--- config.mk ---
export PLATFORM = sky130hd
export DESIGN_NAME = fifo_ast_packetizer
export DESIGN_NICKNAME = d
export VERILOG_FILES = /design/src/rtl/fifo_ast_packetizer.sv
export SDC_FILE = /design/constraint.sdc
export NUM_CORES = 1
export LEC_CHECK = 0
export BUFFER_PORTS_ARGS = -buffer_cell sky130_fd_sc_hd__buf_2
export CORE_MARGIN = 3
export CORE_UTILIZATION = 30
export CTS_CLUSTER_DIAMETER = 200
export DETAILED_ROUTE_END_ITERATION = 16
export HOLD_SLACK_MARGIN = 0.03
export PLACE_DENSITY = 0.44
export SLEW_MARGIN = 30
export SYNTH_ARGS = -nofsm -noshare
export SYNTH_HDL_FRONTEND = slang
export SYNTH_SLANG_ARGS = --single-unit
--- constraint.sdc ---
create_clock -name CLK -period 8.04 [get_ports CLK]
set_input_delay 0.804 -clock CLK [delete_from_list [all_inputs] [get_ports CLK]]
set_output_delay 0.804 -clock CLK [all_outputs]
set_load 0.1 [all_outputs]
--- src/rtl/fifo_ast_packetizer.sv ---
// ---------------------------------------------------------------------------
// fifo_ast_packetizer
//
// Read-side controller for the dual-clock BRAM FIFO in the video path.
// Drains decoded BT.656 words from the FIFO read port and frames them into
// Avalon-ST video packets: one header beat followed by CFG_LINES x CFG_WORDS
// data beats. Runs entirely in the FIFO read clock domain. A 2-entry skid
// buffer absorbs the one-cycle FIFO read latency and sink backpressure.
//
// Ports
//   CLK, RST_N      FIFO read clock; asynchronous active-low reset
//   ENABLE          start / continue frames (sampled in IDLE and at frame end)
//   CFG_WORDS       words per line (0 treated as 1), latched on IDLE->HEAD
//   CFG_LINES       lines per frame (0 treated as 1), latched on IDLE->HEAD
//   FIFO_Q          FIFO read data, valid the cycle after an accepted dequeue
//   FIFO_DEQ        FIFO dequeue request (combinational)
//   FIFO_EMPTY      FIFO empty flag
//   AST_DATA/VALID/READY/SOP/EOP   Avalon-ST source, zero ready latency
//   BUSY            high whenever the FSM is not IDLE
//   FRAME_DONE      one-cycle pulse in the cycle after the EOP beat transfers
//   o_dbg_state     current FSM state (IDLE=0, HEAD=1, DATA=2)
//
// Handshake: a beat transfers on a rising edge where AST_VALID && AST_READY.
// AST_VALID never drops and AST_DATA/SOP/EOP never change while a beat is
// offered and not yet accepted. A FIFO word is accepted on a rising edge where
// FIFO_DEQ is high (FIFO_DEQ already excludes FIFO_EMPTY).
// ---------------------------------------------------------------------------
module fifo_ast_packetizer #(
  parameter int unsigned DATA_WIDTH = 32,
  parameter int unsigned CNT_LEN    = 12,
  parameter logic [3:0]  HDR_TYPE   = 4'h0
) (
  input  logic                  CLK,
  input  logic                  RST_N,
  input  logic                  ENABLE,
  input  logic [CNT_LEN-1:0]    CFG_WORDS,
  input  logic [CNT_LEN-1:0]    CFG_LINES,
  input  logic [DATA_WIDTH-1:0] FIFO_Q,
  output logic                  FIFO_DEQ,
  input  logic                  FIFO_EMPTY,
  output logic [DATA_WIDTH-1:0] AST_DATA,
  output logic                  AST_VALID,
  input  logic                  AST_READY,
  output logic                  AST_SOP,
  output logic                  AST_EOP,
  output logic                  BUSY,
  output logic                  FRAME_DONE,
  output logic [1:0]            o_dbg_state
);

  typedef enum logic [1:0] {
    S_IDLE = 2'd0,
    S_HEAD = 2'd1,
    S_DATA = 2'd2
  } state_t;

  localparam int unsigned         TW       = 2 * CNT_LEN;
  localparam logic [CNT_LEN-1:0]    C_ONE    = CNT_LEN'(1);
  localparam logic [DATA_WIDTH-1:0] C_HEADER = DATA_WIDTH'(HDR_TYPE);

  state_t                r_state;
  state_t                w_next_state;
  logic [CNT_LEN-1:0]    r_words_m1;
  logic [CNT_LEN-1:0]    r_lines_m1;
  logic [TW-1:0]         r_total;
  logic [TW-1:0]         r_fetched;
  logic [CNT_LEN-1:0]    r_col;
  logic [CNT_LEN-1:0]    r_line;
  logic [DATA_WIDTH-1:0] r_skid0;
  logic [DATA_WIDTH-1:0] r_skid1;
  logic [1:0]            r_occ;
  logic                  r_inflight;
  logic                  r_frame_done;

  logic [CNT_LEN-1:0]    w_words_eff;
  logic [CNT_LEN-1:0]    w_lines_eff;
  logic                  w_pop;
  logic                  w_eop;
  logic                  w_eop_xfer;
  logic                  w_start;
  logic                  w_new_frame;
  logic                  w_room;
  logic [1:0]            w_wr_pos;

  assign w_words_eff = (CFG_WORDS == '0) ? C_ONE : CFG_WORDS;
  assign w_lines_eff = (CFG_LINES == '0) ? C_ONE : CFG_LINES;

  // A skid beat leaves only in DATA; the header never occupies the skid.
  assign w_pop      = (r_state == S_DATA) && (r_occ != 2'd0) && AST_READY;
  assign w_eop      = (r_state == S_DATA) && (r_occ != 2'd0) &&
                      (r_col == r_words_m1) && (r_line == r_lines_m1);
  assign w_eop_xfer = w_eop && AST_READY;
  assign w_start    = (r_state == S_IDLE) && ENABLE;

  // Counters restart whenever a header is about to be presented
  // (from IDLE or back-to-back from DATA).
  assign w_new_frame = (w_next_state == S_HEAD) && (r_state != S_HEAD);

  // Words held plus the word still in the FIFO read pipeline, less the one
  // leaving this cycle, must leave a free slot for a new request.
  assign w_room   = ({1'b0, r_occ} + {2'b00, r_inflight}) < (3'd2 + {2'b00, w_pop});
  assign w_wr_pos = r_occ - {1'b0, w_pop};

  assign FIFO_DEQ = ((r_state == S_HEAD) || (r_state == S_DATA)) && !FIFO_EMPTY &&
                    (r_fetched < r_total) && w_room;

  // Next-state logic
  always_comb begin
    w_next_state = r_state;
    case (r_state)
      S_IDLE: if (ENABLE) w_next_state = S_HEAD;
      S_HEAD: if (AST_READY) w_next_state = S_DATA;
      S_DATA: if (w_eop_xfer) w_next_state = ENABLE ? S_HEAD : S_IDLE;
      default: w_next_state = S_IDLE;
    endcase
  end

  always_ff @(posedge CLK or negedge RST_N) begin
    if (!RST_N) r_state <= S_IDLE;
    else        r_state <= w_next_state;
  end

  // Output stage: header in HEAD, skid entry 0 in DATA, zeros in IDLE.
  always_comb begin
    AST_DATA  = '0;
    AST_VALID = 1'b0;
    AST_SOP   = 1'b0;
    AST_EOP   = 1'b0;
    case (r_state)
      S_HEAD: begin
        AST_DATA  = C_HEADER;
        AST_VALID = 1'b1;
        AST_SOP   = 1'b1;
      end
      S_DATA: begin
        AST_DATA  = r_skid0;
        AST_VALID = (r_occ != 2'd0);
        AST_EOP   = w_eop;
      end
      default: ;
    endcase
  end

  assign BUSY        = (r_state != S_IDLE);
  assign FRAME_DONE  = r_frame_done;
  assign o_dbg_state = r_state;

  always_ff @(posedge CLK or negedge RST_N) begin
    if (!RST_N) begin
      r_words_m1   <= '0;
      r_lines_m1   <= '0;
      r_total      <= '0;
      r_fetched    <= '0;
      r_col        <= '0;
      r_line       <= '0;
      r_skid0      <= '0;
      r_skid1      <= '0;
      r_occ        <= 2'd0;
      r_inflight   <= 1'b0;
      r_frame_done <= 1'b0;
    end else begin
      if (w_start) begin
        r_words_m1 <= w_words_eff - C_ONE;
        r_lines_m1 <= w_lines_eff - C_ONE;
        r_total    <= TW'(w_words_eff) * TW'(w_lines_eff);
      end

      if (w_new_frame)   r_fetched <= '0;
      else if (FIFO_DEQ) r_fetched <= r_fetched + TW'(1);

      r_inflight <= FIFO_DEQ;

      // Column/line position of the beat in skid entry 0.
      if (w_new_frame || w_eop_xfer) begin
        r_col  <= '0;
        r_line <= '0;
      end else if (w_pop) begin
        if (r_col == r_words_m1) begin
          r_col  <= '0;
          r_line <= r_line + C_ONE;
        end else begin
          r_col <= r_col + C_ONE;
        end
      end

      // Shift first; an arriving word then lands behind whatever remains.
      if (w_pop) r_skid0 <= r_skid1;
      if (r_inflight) begin
        if (w_wr_pos == 2'd0) r_skid0 <= FIFO_Q;
        else                  r_skid1 <= FIFO_Q;
      end

      r_occ        <= r_occ - {1'b0, w_pop} + {1'b0, r_inflight};
      r_frame_done <= w_eop_xfer;
    end
  end

endmodule

[Word-level counts from Yosys, hierarchy flattened]
Cells that the tools add are included.
Cells by class
  multiply operators: 1
  equality and inequality tests: 6
  bitwise logic cells: 1
  $add $sub $neg: 9
  multiplexer cells: 22
  magnitude comparators: 2
  reductions and logical operators: 24
Operators by type and width (number)
  $mux W32: 4
  $mux W12: 8
  $mux W24: 2
  $add A12 B1 Y12 const B: 2
  $add A24 B1 Y24 const B: 1
  $eq A12 B12 Y1: 2
  $logic_not A12 Y1: 2
  $lt A24 B24 Y1: 1
  $mul A12 B12 Y24: 1
  $sub A12 B1 Y12 const B: 2
  $logic_and A1 B1 Y1: 10
  $reduce_bool A2 Y1: 5
  $mux W2: 3
  $pmux W2 S3: 1
  $eq A2 B1 Y1 const B: 2
  $logic_not A2 Y1: 2
  $reduce_and A2 Y1: 2
  $add A2 B1 Y3: 1
  $add A2 B1 Y3 const A: 1
  $lt A3 B3 Y1: 1
  $mux W1: 3
  $add A2 B1 Y2: 1
  $eq A2 B2 Y1 const B: 1
  $logic_or A1 B1 Y1: 2
  5 further kinds: 5
Storage, ports and cells
  bits in registers: 166
  output and inout port bits: 40

[Depth between registers and ports, before layout]
  depth in word-level cells: 12
  gate-level depth with buffers: 24
  depth with buffers taken out: 22

[Worst setup path after synthesis]
No wires, ideal clock.
  path type: input-to-reg
  start: in CFG_WORDS[10]
  end: reg r_total[20]
  required time: 7.911 ns
  data arrival time: 6.108 ns
  cell stages on the path: 22
  library setup time: 0.129 ns
  path slack: 1.803 ns
  path through: or3_1 -> nor3_1 -> a21o_1 -> clkbuf_1 -> nand2_1 -> fa_1 -> inv_1 -> fa_1 -> fa_1 -> fa_1 -> inv_1 -> fa_1 -> inv_1 -> ha_1 -> clkbuf_1 -> a21oi_1 -> a21boi_0 -> or4_1 -> a41o_1 -> a221oi_1 -> xor2_1 -> o21ai_1
Between the ends
  word-level cells in the longest chain between the ends: 3
RTL lines
  start, declared: RTL line 36  | input logic [CNT_LEN-1:0] CFG_WORDS,
  $logic_not A12 Y1: RTL line 85  | assign w_words_eff = (CFG_WORDS == '0) ? C_ONE : CFG_WORDS;
  $mux W12 *: RTL line 85
  $mul A12 B12 Y24 *: RTL line 165  | r_total <= TW'(w_words_eff) * TW'(w_lines_eff);
  end signal, assigned: RTL line 165
  end, declared: RTL line 65  | logic [TW-1:0] r_total;
Every way passes the cells marked *; elsewhere a longest branch is shown, timed or not.
A chain may end at the register's enable or synchronous reset.

[Worst setup path after layout]
Same ends and word-level chain as after synthesis.

==> metrics.yaml <==
cells_and_area:
  fill_cells: 4536
  fin_util_pct: 34.4
  nets: 1795
  multiInputGateArea_mm2: 0.00832
  ff_latch_area_mm2: 0.00415
  n_antenna_cell: 0
  synthToLayoutAreaGrowth_pct: 12.1
  drive_above_1_share_pct: 12.7
global_route:
  grt_max_degree: 100
  grt_pass1_vias: 10630
  grt_pass1_wl_mm: 57.8
  antenna_found_initial: 1
  grt_overflow_total: 0
  grt_use_total_pct: 15.4
synthesis:
  synth_fp_nets: 1736
  synth_seq_area_share_pct: 31.0
  synth_warnings: 0
  synth_compound_area_share_pct: 8.92
  yosysMostFrequentCell: "nand2_1"
  yosys-top-cells-count: "230 x nand2_1, 174 x inv_1, 166 x dfrtp_1, 100 x fa_1, 98 x ha_1"
  synthXorXnorAreaFrac_pct: 5.42
  muxShareOfSynthArea_pct: 3.24
  yosysTopAreaCell: "dfrtp_1"
  yosysUniqueCellTypes: 65
  synth_fa_ha_area_share_pct: 24.1
  syn_avg_cell_area_um2: 9.07
  synth_edf_count: 0
  synth_area_leaders: "dfrtp_1 31%, fa_1 15%, ha_1 9.1%, nand2_1 6.4%, inv_1 4.9%"
  synth_top_family_by_area: "adder cells"
  postSynthCellCount: 1477
  synth_simple_gate_area_share_pct: 20.3
  ys_ff_latch: 166
  yosysTopAreaCellShare_pct: 31.0
  postSynth.asyncResetShare_pct: 100
  synth_flop_cell: "dfrtp_1"
  syn_area_mm2: 0.0134
run_status:
  status: "finished clean"
route:
  via_per_inst: 4.77
  wire_per_inst_um: 16.0
  drtIter0Drc: 543
  remaining_drc_errors: 0
  ant_nets: 0
  wl_mm: 34.1
  dr.pass1.iters: 5
  via_count: 10174
pwr:
  ir_worst_vdd_uv: 182
  p_leak_nw: 7.38
  pwr_density_cell_mw_per_mm2: 339
timing:
  clock.fmax_ghz: 0.157
  drv_slew: 0
  finalSetupViolations: 0
  fin_crit_sh_pct: 79.2
  skew_ps: 23.6
  rsz0062_at_grt: "false"
  post-route-min-period_ps: 6370
  finalHoldViolCount: 0
  slew_headroom_pct: 40.8
  worst_slew_pin_slew_ps: 870
  fin_setup_tns_ps: 0
clocking:
  cts-root-buf: "clkbuf_16"
  cts_setup_buffers: 0
  clkLatencyLatePin_ps: 470
  cts_resized: 0
  postCtsHoldBufs: 0
  clk_pin_slew_ps: 90
  cts_sinks: 166
  cts_buffers: 17
  cts_tree: "done"
  cts_max_level: 4
  max-clock-path-buffers: 2
die:
  pin_count: 101
  rows: 76
  die_h_um: 217
  die_w_um: 217
  dieArea_mm2: 0.0472
  start_util_pct: 30.7
  coreArea_mm2: 0.0436
placement:
  gp_congestion: 0.779
  port_buffers: 100
  detailed_place_hpwl_mm: 25.2
setup_path:
  crit_top_cell: "fa_1"
  rr_worst_depth: 11
  slowest_delay_ps: 530
  crit_slowest_cell: "fa_1"
  cp-start-kind: "input port"
  crit_path_end_kind: "flop"
  required_ps: 8350
  cp_max_fo: 14
  cp_data_arrival_time_ps: 6680
  crit_chain: "buf_2 > or3_1 > nor3_1 > a21o_1 > nand2_1 > fa_1 > inv_1 > fa_1 > fa_1 > fa_1 > inv_1 > fa_1 > inv_1 > ha_1 > nand3_1 > a21boi_0 > or4_1 > a41o_1 > a221oi_1 > xor2_1 > o21ai_1"
  path_class: "input port to flop"
run:
  cap_violations: 0
worst_hold_path:
  min_path_type: "input port to async pin"
[metal layers]
layer  part of all wire (%)  up-vias  wire length (µm)  track usage [%]
met2                     48      184             16200             25.6
li1                       -     4956                 -                -
met5                      0        -                 0                0
met1                     48     5017             16200             21.1
met3                    3.8       17              1290             2.62
met4                    1.1        0               375             3.20
[layout make-up]
cell class	instances	area share, %
multi-input combinational	1066	55.4
sequential	166	27.6
tap	585	4.87
inverter	175	4.37
timing repair buffer	110	3.91
clock buffer	18	2.92
clock inverter	13	0.883
[path summary, 6_finish.rpt]
kind,from,end,slack [ps]
max,CFG_WORDS[10],r_total[20]$_DFFE_PN0P_,1670
min,RST_N,r_lines_m1[4]$_DFFE_PN0P_,410
max reg2reg,o_dbg_state[0]$_DFF_PN0_,r_skid0[27]$_DFF_PN0_,4650
min reg2reg,r_total[13]$_DFFE_PN0P_,r_total[13]$_DFFE_PN0P_,480
max in group asynchronous,RST_N,r_fetched[14]$_DFFE_PN0P_,6430
min in group CLK,r_total[13]$_DFFE_PN0P_,r_total[13]$_DFFE_PN0P_,480
[per-stage QoR]
stage	cells	hold slack, ps	power, mW	instance area (µm²)	worst slack [ps]
3_5_place_dp	2102	474	4.33	14400	1170
6_report	2133	413	5.10	15000	1670
2_1_floorplan	1477	449	3.63	13400	1800
5_1_grt	2133	469	5.62	15000	1350
3_3_place_gp	2102	473	4.30	14400	1280
4_1_cts	2133	471	5.20	15000	1670
[state kept, by name, indices dropped and copies added, names as in the netlist]
register and flops:
FRAME_DONE 1, o_dbg_state 2, r_col 12, r_fetched 24, r_inflight 1, r_line 12, r_lines_m1 12, r_occ 2
r_skid0 32, r_skid1 32, r_total 24, r_words_m1 12
[report_power, final]
part	switching [mW]	internal, mW
Sequential	0.170	1.15
Combinational	1.87	1.07
Clock	0.394	0.444
[layout by cell type, fill, tap and decap left out, types with 3 or more instances in the layout]
cell type and instances:
mux2i_1 4, nor2_1 80, nand2b_1 9, o311ai_0 3, a211o_1 3, buf_2 99, nand2_1 229, and2_1 94
inv_1 174, a21o_1 10, clkbuf_16 17, xor2_1 48, nor2b_1 7, nand3_1 26, mux2_2 33, and3_2 3
a21oi_1 27, a22o_1 5, buf_4 9, o21a_1 4, fa_1 100, or3_1 10, and4_1 3, dfrtp_1 166
a211oi_1 7, and3_1 10, o21ai_0 68, xnor2_1 35, inv_6 7, a31oi_1 39, ha_1 98, nor4_1 8
o31ai_1 11, or4_1 7, nand4_1 25, nor3_1 25
[critical path: cells and delay by family]
family / cells / cell delay, ps
compound gates: 5 / 1150
xor+xnor: 1 / 170
fa+ha+maj: 6 / 2740
buf+inv: 4 / 370
simple gates: 5 / 1420
[cells by family (layout without fill, tap and decap cells)]
family | Yosys count | count (layout)
and+or+nand+nor | 553 | 553
buffers and inverters | 245 | 316
adders and majority gates | 198 | 198
AOI/OAI and AO/OA | 194 | 194
DFF | 166 | 166
xor gates and xnor gates | 83 | 83
muxes | 38 | 38
Note: power is estimated with default switching activity, not from simulation.
